<file path="config.mk">
export PLATFORM = sky130hd
export DESIGN_NAME = beat_clock_generator
export DESIGN_NICKNAME = d
export VERILOG_FILES = /design/src/rtl/sequencer_pkg.sv /design/src/rtl/period_divider.sv /design/src/rtl/beat_clock_generator.sv
export SDC_FILE = /design/constraint.sdc
export NUM_CORES = 1
export LEC_CHECK = 0
export CAP_MARGIN = 20
export CORE_ASPECT_RATIO = 0.75
export CORE_UTILIZATION = 40
export DETAILED_ROUTE_END_ITERATION = 16
export SLEW_MARGIN = 20
export SYNTH_ARGS = -nofsm -noshare
export SYNTH_HDL_FRONTEND = slang
export SYNTH_SLANG_ARGS = --single-unit
</file>
<file path="constraint.sdc">
create_clock -name clk -period 4.9 [get_ports clk]
set_input_delay 0.98 -clock clk [delete_from_list [all_inputs] [get_ports clk]]
set_output_delay 0.98 -clock clk [all_outputs]
set_load 0.02 [all_outputs]
</file>
<file path="src/rtl/sequencer_pkg.sv">
// Shared sequencer types and constants for the tempo/transport stage,
// its bench model and audio_controller.
package sequencer_pkg;

   typedef enum logic [1:0] {STOPPED, PLAYING, PAUSED} transport_t;

   localparam int CLK_FREQ  = 12_000_000;
   localparam int NUM_BEATS = 16;
   localparam int BEAT_W    = $clog2(NUM_BEATS);

endpackage

</file>
<file path="src/rtl/period_divider.sv">
// Restoring shift-subtract divider; done arrives DIV_W+1 cycles after start.
// start is ignored while busy; quotient holds its value until the next start.
module period_divider #(
   parameter int DIV_W = 32
) (
   input  logic             clk,
   input  logic             rst_n,
   input  logic             start,
   input  logic [DIV_W-1:0] numer,
   input  logic [DIV_W-1:0] denom,
   output logic             busy,
   output logic             done,
   output logic [DIV_W-1:0] quotient
);

   localparam int CW = $clog2(DIV_W + 1);

   logic [DIV_W-1:0] rem;
   logic [DIV_W-1:0] den;
   logic [CW-1:0]    cnt;
   logic [DIV_W:0]   trial;

   // quotient doubles as the numerator shift register
   assign trial = {rem, quotient[DIV_W-1]};
   assign done  = busy && (cnt == '0);

   always_ff @(posedge clk) begin
      if (!rst_n) begin
         busy     <= 1'b0;
         cnt      <= '0;
         rem      <= '0;
         den      <= '0;
         quotient <= '0;
      end else if (start && !busy) begin
         busy     <= 1'b1;
         cnt      <= CW'(DIV_W);
         rem      <= '0;
         den      <= denom;
         quotient <= numer;
      end else if (busy) begin
         if (cnt == '0) begin
            busy <= 1'b0;
         end else begin
            cnt <= cnt - CW'(1);
            if (trial >= {1'b0, den}) begin
               rem      <= DIV_W'(trial - {1'b0, den});
               quotient <= {quotient[DIV_W-2:0], 1'b1};
            end else begin
               rem      <= trial[DIV_W-1:0];
               quotient <= {quotient[DIV_W-2:0], 1'b0};
            end
         end
      end
   end

endmodule

</file>
<file path="src/rtl/beat_clock_generator.sv">
// Tempo/transport stage: step index, step tick and bar start at a rotary-set BPM.
// Define SWING_EN to lengthen odd steps and shorten even steps by period>>3.
module beat_clock_generator #(
   parameter int CLK_FREQ       = 12_000_000,
   parameter int NUM_BEATS      = 16,
   parameter int STEPS_PER_BEAT = 4,
   parameter int BPM_MIN        = 60,
   parameter int BPM_MAX        = 240,
   parameter int BPM_DEFAULT    = 120,
   parameter int BPM_STEP       = 4,
   parameter int DIV_W          = 32
) (
   input  logic                         clk,
   input  logic                         rst_n,
   input  logic                         play_toggle,
   input  logic                         stop,
   input  logic                         tempo_up,
   input  logic                         tempo_down,
   output logic [$clog2(NUM_BEATS)-1:0] beat_count,
   output logic                         step_tick,
   output logic                         bar_start,
   output logic                         playing,
   output logic [7:0]                   bpm
);

   import sequencer_pkg::*;

   localparam int CNT_W = $clog2(NUM_BEATS);
   localparam logic [DIV_W-1:0] NUMER = DIV_W'(CLK_FREQ * 60);
   localparam logic [DIV_W-1:0] DEFAULT_PERIOD =
      DIV_W'((CLK_FREQ * 60) / (BPM_DEFAULT * STEPS_PER_BEAT));

   transport_t       state, state_nxt;
   logic             enter_play, count_en;
   logic [DIV_W-1:0] phase, period, step_len, quotient, denom;
   logic [8:0]       bpm_nxt;
   logic             bpm_chg, pending;
   logic             div_start, div_busy, div_done;

   always_comb begin
      state_nxt  = state;
      enter_play = 1'b0;
      count_en   = 1'b0;
      if (stop) begin
         state_nxt = STOPPED;
      end else if (play_toggle) begin
         case (state)
            STOPPED: begin
               state_nxt  = PLAYING;
               enter_play = 1'b1;
            end
            PLAYING: state_nxt = PAUSED;
            default: state_nxt = PLAYING;
         endcase
      end else begin
         count_en = (state == PLAYING);
      end
   end

`ifdef SWING_EN
   logic [DIV_W-1:0] swing;
   assign swing    = period >> 3;
   assign step_len = beat_count[0] ? period + swing : period - swing;
`else
   assign step_len = period;
`endif

   // >= so a freshly shortened period ends the current step without overshoot
   always_ff @(posedge clk) begin
      if (!rst_n) begin
         state      <= STOPPED;
         beat_count <= '0;
         phase      <= '0;
         step_tick  <= 1'b0;
      end else begin
         state     <= state_nxt;
         step_tick <= 1'b0;
         if (stop) begin
            beat_count <= '0;
            phase      <= '0;
         end else if (enter_play) begin
            beat_count <= '0;
            phase      <= '0;
            step_tick  <= 1'b1;
         end else if (count_en) begin
            if (phase >= step_len - DIV_W'(1)) begin
               phase      <= '0;
               beat_count <= beat_count + CNT_W'(1);
               step_tick  <= 1'b1;
            end else begin
               phase <= phase + DIV_W'(1);
            end
         end
      end
   end

   assign bar_start = step_tick && (beat_count == '0);
   assign playing   = (state == PLAYING);

   always_comb begin
      bpm_nxt = {1'b0, bpm};
      bpm_chg = 1'b0;
      if (tempo_up && !tempo_down && (bpm < 8'(BPM_MAX))) begin
         bpm_chg = 1'b1;
         bpm_nxt = ({1'b0, bpm} + 9'(BPM_STEP) > 9'(BPM_MAX)) ?
                   9'(BPM_MAX) : {1'b0, bpm} + 9'(BPM_STEP);
      end else if (tempo_down && !tempo_up && (bpm > 8'(BPM_MIN))) begin
         bpm_chg = 1'b1;
         bpm_nxt = ({1'b0, bpm} < 9'(BPM_MIN + BPM_STEP)) ?
                   9'(BPM_MIN) : {1'b0, bpm} - 9'(BPM_STEP);
      end
   end

   // the divider always sees the newest bpm, including one changing this cycle
   assign div_start = (bpm_chg || pending) && !div_busy;
   assign denom     = DIV_W'(bpm_nxt) * DIV_W'(STEPS_PER_BEAT);

   always_ff @(posedge clk) begin
      if (!rst_n) begin
         bpm     <= 8'(BPM_DEFAULT);
         pending <= 1'b0;
         period  <= DEFAULT_PERIOD;
      end else begin
         bpm <= bpm_nxt[7:0];
         if (div_start)    pending <= 1'b0;
         else if (bpm_chg) pending <= 1'b1;
         if (div_done)     period  <= quotient;
      end
   end

   period_divider #(.DIV_W(DIV_W)) u_div (
      .clk      (clk),
      .rst_n    (rst_n),
      .start    (div_start),
      .numer    (NUMER),
      .denom    (denom),
      .busy     (div_busy),
      .done     (div_done),
      .quotient (quotient)
   );

endmodule

</file>
==> flow_metrics.py, run 1 <==
metrics = {
    "synthesis": {
        "ys_types": 58,
        "synthAdderAreaFrac": 0.0768,
        "synthCells": 1041,
        "syn-mean-instance-area_sq_um": 8.07,
        "synth_simple_gate_area_share": 0.254,
        "ys_warn_count": 0,
        "synth-edff-count": 0,
        "synth.yosys.seq_area_share": 0.381,
        "syn-num-nets": 1098,
        "yosys.area_share.xor_xnor": 0.0917,
        "synth_ff_type": "dfxtp_1",
        "synth_top_family_by_area": "simple AND/OR/NAND/NOR gates",
        "synth_area_sq_mm": 0.00840,
        "synthArstFlopShare": 0,
        "synth-seq-cells": 160,
        "synthMuxAreaShare": 0.00834,
        "synth-compound-area-share": 0.156,
    },
    "route": {
        "vias_per_cell": 5.25,
        "wl_mm": 18.9,
        "drt.antenna.violating_nets": 0,
        "wl_per_cell_um": 14.1,
        "drt_iter0_drc": 576,
        "routed-via-count": 7049,
        "post-route-drc-count": 0,
        "dr.pass1.iters": 5,
    },
    "clock_tree": {
        "cts-root-buf": "clkbuf_16",
        "clkTransAtPathRegs_ns": 0.06,
        "cts_tree": "built",
        "clock_latency_ns": 0.42,
        "clockBufferDepth": 2,
        "cts_hold_buf": 0,
        "cts_setup_buffers": 0,
        "cts_sinks": 160,
        "h-tree-depth": 4,
        "cts_resized": 0,
        "numCtsBuffers": 17,
    },
    "layout": {
        "area_delta_synth_final_pct": 13.0,
        "seqCellArea_sq_mm": 0.00320,
        "mostFrequentLayoutCell": "nand2_1",
        "instances_no_fill": 1343,
        "diodes": 0,
        "post-route-util": 0.465,
        "n_fill_cell": 2039,
        "layout-drive-gt1-share": 0.0556,
        "nets": 1106,
        "multi_input_area_sq_mm": 0.00494,
        "layout_common_cells": "nand2_1, dfxtp_1, nor2_1",
    },
    "global_route": {
        "grt_usage": 0.184,
        "antenna_found_initial": 0,
        "gr-total-overflow": 0,
        "grt_max_degree": 48,
        "grt_pass1_vias": 6570,
        "grt_pass1_wl_mm": 32.2,
    },
    "timing": {
        "slew_violations": 0,
        "max_freq_ghz": 0.230,
        "post-route-period-util": 0.887,
        "fin_skew_ns": 0.0108,
        "setup_violations": 0,
        "final_hold_viol_count": 0,
        "fin_crit_ns": 4.35,
        "slew_headroom": 0.369,
        "worstMarginPinSlew_ns": 0.945,
        "setup_tns_ns": 0,
        "rsz0062_at_grt": "no",
    },
    "floorplan": {
        "die_y_um": 128,
        "die-area_sq_mm": 0.0216,
        "die_w_um": 169,
        "start_util": 0.411,
        "rows": 45,
        "coreArea_sq_mm": 0.0204,
        "ioPinCount": 21,
    },
    "setup_path": {
        "cp.arrival_ns": 4.64,
        "path_max_fanout": 29,
        "crit_slowest_cell": "nor4_1",
        "startpoint_type": "flip-flop",
        "path_cells": "or3_1, nor4b_1, buf_4, nand2b_1, nor2_1, nand2_1, nor4_1, xnor2_1, ha_1, nand4_1, nor4_1, a211oi_1, nand3_1, nand2_1, o211ai_1, buf_4, nor2_1",
        "worst_setup_path_end_kind": "flip-flop",
        "crit_start": "period[6]$_SDFFE_PN1P_",
        "slowest_delay_ns": 0.49,
        "worstSetupPathType": "flip-flop to flip-flop",
        "worstReg2RegStart": "period[6]$_SDFFE_PN1P_",
        "cp_data_required_time_ns": 5.20,
    },
    "min_path": {
        "hp-class": "flip-flop to flip-flop",
        "hp-start": "u_div.den[10]$_SDFFE_PN0P_",
    },
    "placement": {
        "dp_cells": 1311,
        "port_buffers": 20,
        "dp_hpwl_mm": 13.3,
        "finalWeightedCongestion": 0.827,
    },
    "status": {
        "status": "finished, final reports clean",
    },
    "job": {
        "drv_cap": 0,
    },
    "power": {
        "power.density_mw_per_mm2": 401,
        "leakagePower_uw": 0.00348,
        "peakVddDrop_mv": 0.267,
        "finalPower_uw": 3810,
    },
}
-- sequential cells by signal, indices dropped and copies added, names as in the netlist --
signal          cells
period             32
phase              32
u_div.quotient     32
u_div.rem          32
u_div.den           9
bpm                 8
u_div.cnt           6
beat_count          4
state               2
pending             1
step_tick           1
u_div.busy          1
-- worst max-delay path: cells and delay by family (launching register included) --
family,cells,cell delay (ns)
AOI/OAI and AO/OA,2,0.31
xor gates and xnor gates,1,0.11
adders and majority gates,1,0.30
buffers and inverters,2,0.54
DFF,1,0.35
and+or+nand+nor,11,2.60
-- metrics by stage --
stage | instance area (sq um) | hold WS [ns] | setup WS [ns]
after floorplan | 8400 | 0.422 | 0.712
after detailed placement | 8910 | 0.440 | 0.606
after global placement | 8860 | 0.436 | 0.839
after global routing | 9500 | 0.490 | 0.161
after CTS | 9490 | 0.452 | 0.573
final | 9500 | 0.454 | 0.554
-- worst paths after layout --
path                           endpoint  slack [ns]  cells past startpoint
max reg2reg      phase[15]$_SDFFE_PP0P_        0.55                     17
min reg2reg  u_div.den[10]$_SDFFE_PN0P_        0.45                      2
max              phase[15]$_SDFFE_PP0P_        0.55                     17
min          u_div.den[10]$_SDFFE_PN0P_        0.45                      2
-- report_power, final --
part	internal [uW]	leakage, uW	switching (uW)
Clock	757	0.000279	551
Sequential	1380	0.00130	80.2
Combinational	430	0.00190	616
-- layout make-up --
class | count | area share
multi-input cells | 814 | 0.520
flip-flops and latches | 160 | 0.337
clock buffers | 21 | 0.0506
well taps | 282 | 0.0372
repair buffers | 34 | 0.0351
clock inverters | 10 | 0.0107
inverters | 22 | 0.00870
-- cells in the mapped netlist, drive strengths merged, types with 3 or more instances --
master | count | area share
and4 | 3 | 0.0031
clkbuf | 42 | 0.019
xor2 | 41 | 0.043
o2bb2ai | 8 | 0.0083
or3 | 8 | 0.0060
a31oi | 7 | 0.0052
nand4 | 10 | 0.0074
xnor2 | 47 | 0.049
nor3b | 3 | 0.0027
a21boi | 13 | 0.013
buf | 3 | 0.0031
a211oi | 20 | 0.020
a21o | 4 | 0.0036
ha | 50 | 0.074
o31ai | 4 | 0.0036
o31a | 4 | 0.0042
nand3 | 36 | 0.021
and2 | 3 | 0.0022
nor4b | 4 | 0.0049
or4 | 7 | 0.0067
nand4b | 6 | 0.0063
nor3 | 21 | 0.013
nor4 | 16 | 0.013
or2 | 3 | 0.0022
a21oi | 88 | 0.052
inv | 21 | 0.0094
a22o | 3 | 0.0031
and3 | 13 | 0.0097
mux2i | 7 | 0.0083
nand2b | 10 | 0.0074
dfxtp | 160 | 0.38
nand3b | 8 | 0.0071
o21ai | 40 | 0.024
nor2 | 122 | 0.054
nand2 | 172 | 0.077
nor2b | 12 | 0.0089
-- metal layers --
metal,global-route usage,wire (um),vias to the layer above
met5,0,0,-
met3,0.0387,792,10
met4,0.0419,107,0
li1,-,-,3649
met1,0.269,10100,3266
met2,0.277,7930,124
-- kinds of logic after synthesis --
| group | after synthesis |
|---|---|
| AOI/OAI and AO/OA | 210 |
| adders and majority gates | 51 |
| and+or+nand+nor | 458 |
| xor gates and xnor gates | 88 |
| buffers and inverters | 67 |
| DFF | 160 |
| muxes | 7 |
(Power assumes the default switching activity.)
==> run 2, diff against run 1 <==
--- a/config.mk
+++ b/config.mk
@@ -9,6 +9,7 @@
 export CORE_ASPECT_RATIO = 0.75
 export CORE_UTILIZATION = 40
 export DETAILED_ROUTE_END_ITERATION = 16
+export RECOVER_POWER = 100
 export SLEW_MARGIN = 20
 export SYNTH_ARGS = -nofsm -noshare
 export SYNTH_HDL_FRONTEND = slang
==> flow_metrics.py, run 2 (synthesis results as in run 1) <==
metrics = {
    "timing": {
        "setup_tns_ns": 0,
        "setup_violations": 0,
        "post-route-period-util": 0.904,
        "max_freq_ghz": 0.226,
        "slew_headroom": -0.363,
        "final_hold_viol_count": 0,
        "slew_violations": 48,
        "fin_crit_ns": 4.43,
        "fin_skew_ns": 0.0112,
        "worstMarginPinSlew_ns": 2.04,
        "rsz0062_at_grt": "no",
        "setup_slack_ns": 0.472,
    },
    "setup_path": {
        "cp_data_required_time_ns": 5.22,
        "reg2regPathDepth": 17,
        "crit_slowest_cell": "or2_0",
        "worst_setup_path_end_kind": "flip-flop",
        "cp.arrival_ns": 4.75,
        "worst_r2r_endpoint": "phase[15]$_SDFFE_PP0P_",
        "path_cells": "dlygate4sd3_1, nand2b_1, a41oi_1, clkbuf_1, nor3_1, or2_0, nand2_1, clkbuf_2, a211oi_1",
        "startpoint_type": "input port",
        "cpLargestDelayFamily": "simple AND/OR/NAND/NOR gates",
        "path_max_fanout": 35,
        "rrSetupSlack_ns": 0.51,
        "slowest_delay_ns": 1.07,
        "crit_buf_inv": 3,
        "worstSetupPathType": "input port to flip-flop",
        "worstReg2RegStart": "period[6]$_SDFFE_PN1P_",
    },
    "clock_tree": {
        "clkTransAtPathRegs_ns": 0.06,
        "numCtsBuffers": 17,
        "cts_resized": 0,
        "cts-root-buf": "clkbuf_16",
        "cts_hold_buf": 0,
        "clock_latency_ns": 0.42,
        "cts_tree": "built",
        "clockBufferDepth": 2,
        "h-tree-depth": 4,
        "cts_setup_buffers": 0,
        "cts_sinks": 160,
    },
    "route": {
        "drt_iter0_drc": 546,
        "wl_per_cell_um": 14.1,
        "routed-via-count": 7056,
        "post-route-drc-count": 0,
        "wl_mm": 18.9,
        "drt.antenna.violating_nets": 0,
        "dr.pass1.iters": 5,
        "vias_per_cell": 5.25,
    },
    "power": {
        "peakVddDrop_mv": 0.267,
        "leakagePower_uw": 0.00347,
        "power.density_mw_per_mm2": 401,
    },
    "layout": {
        "layout_common_cells": "nand2_1, dfxtp_1, nor2_1",
        "layout-drive-gt1-share": 0.0481,
        "design_area_sq_mm": 0.00944,
        "diodes": 0,
        "mostFrequentLayoutCell": "nand2_1",
        "area_delta_synth_final_pct": 12.3,
        "nets": 1106,
    },
    "floorplan": {
        "die_y_um": 128,
        "coreArea_sq_mm": 0.0204,
        "start_util": 0.411,
        "ioPinCount": 21,
        "die-area_sq_mm": 0.0216,
        "die_w_um": 169,
        "rows": 45,
    },
    "status": {
        "violations": "capacitance limit, slew limit",
        "status": "finished, violations left",
    },
    "global_route": {
        "gr-total-overflow": 0,
        "antenna_found_initial": 0,
        "grt_usage": 0.184,
        "grt_max_degree": 48,
        "grt_pass1_vias": 6570,
        "grt_pass1_wl_mm": 32.2,
    },
    "min_path": {
        "holdPathStages": 2,
        "hold_end": "u_div.den[10]$_SDFFE_PN0P_",
        "hp-class": "flip-flop to flip-flop",
        "hp-start": "u_div.den[10]$_SDFFE_PN0P_",
    },
    "job": {
        "drv_cap": 1,
    },
    "placement": {
        "place_ws_ns": 0.606,
        "finalWeightedCongestion": 0.827,
        "port_buffers": 20,
        "placed_cell_area_sq_mm": 0.00891,
        "dp_hpwl_mm": 13.3,
    },
}
[run 2: changes by cell type in the layout (fill, tap and decap cells not counted), moves of 2 or more]
cell             before  now
a211oi_1             16   18
clkdlybuf4s50_1      20    3
dlygate4sd3_1         0   17
a211oi_2              4    2
buf_4                12    7
clkbuf_1              0    4
[run 2: report_power, final]
part / switching (uW) / internal [uW]
Combinational: 605 / 406
Sequential: 80.1 / 1380
Clock: 554 / 757
[run 2: worst max-delay path by stage]
stage	cells after the start	startpoint	end	slack (ns)
global route	17	period[6]$_SDFFE_PN1P_	phase[5]$_SDFFE_PP0P_	0.11
floorplan	16	period[6]$_SDFFE_PN1P_	phase[21]$_SDFFE_PP0P_	0.71
detailed placement	17	period[6]$_SDFFE_PN1P_	phase[15]$_SDFFE_PP0P_	0.61
CTS	17	period[6]$_SDFFE_PN1P_	phase[15]$_SDFFE_PP0P_	0.57
global placement	16	period[9]$_SDFFE_PN1P_	phase[5]$_SDFFE_PP0P_	0.84
finish	9	tempo_down	u_div.rem[24]$_SDFFE_PP0P_	0.47
[run 2: area by class of cell]
class | instances | area, sq um
fillers | 2051 | 11000
multi-input cells | 814 | 4920
flip-flops and latches | 160 | 3200
clock buffers | 21 | 480
well taps | 282 | 353
repair buffers | 34 | 295
clock inverters | 10 | 101
inverters | 22 | 82.6
[run 2: stage by stage]
stage	total power, uW	util	cells	hold WS, ns
2_1_floorplan	2330	-	1041	0.422
3_3_place_gp	2510	0.434	1309	0.436
3_5_place_dp	2530	0.436	1311	0.440
4_1_cts	3840	0.464	1342	0.452
5_1_grt	4000	0.462	1343	0.490
6_report	3780	0.462	1343	0.454
[run 2: metal layers]
layer	vias up	wire, um	GRT usage	part of all wire
met5	-	0	0	0
met4	0	122	0.0419	0.0065
met3	12	730	0.0387	0.039
met2	118	7880	0.277	0.42
met1	3270	10200	0.269	0.54
li1	3656	-	-	-
[run 2: tightest hold or removal path, cell delays in order, from the launching register on]
cell	delay [ns]
dfxtp_1	0.30
inv_1	0.07
nor2_1	0.05
==> run 3, diff against run 2 <==
--- a/config.mk
+++ b/config.mk
@@ -10,6 +10,7 @@
 export CORE_UTILIZATION = 40
 export DETAILED_ROUTE_END_ITERATION = 16
 export RECOVER_POWER = 100
+export SKIP_CTS_REPAIR_TIMING = 1
 export SLEW_MARGIN = 20
 export SYNTH_ARGS = -nofsm -noshare
 export SYNTH_HDL_FRONTEND = slang
==> results of run 3 <==
Same layout as run 2: the final DEF is identical, and so are final timing and power.
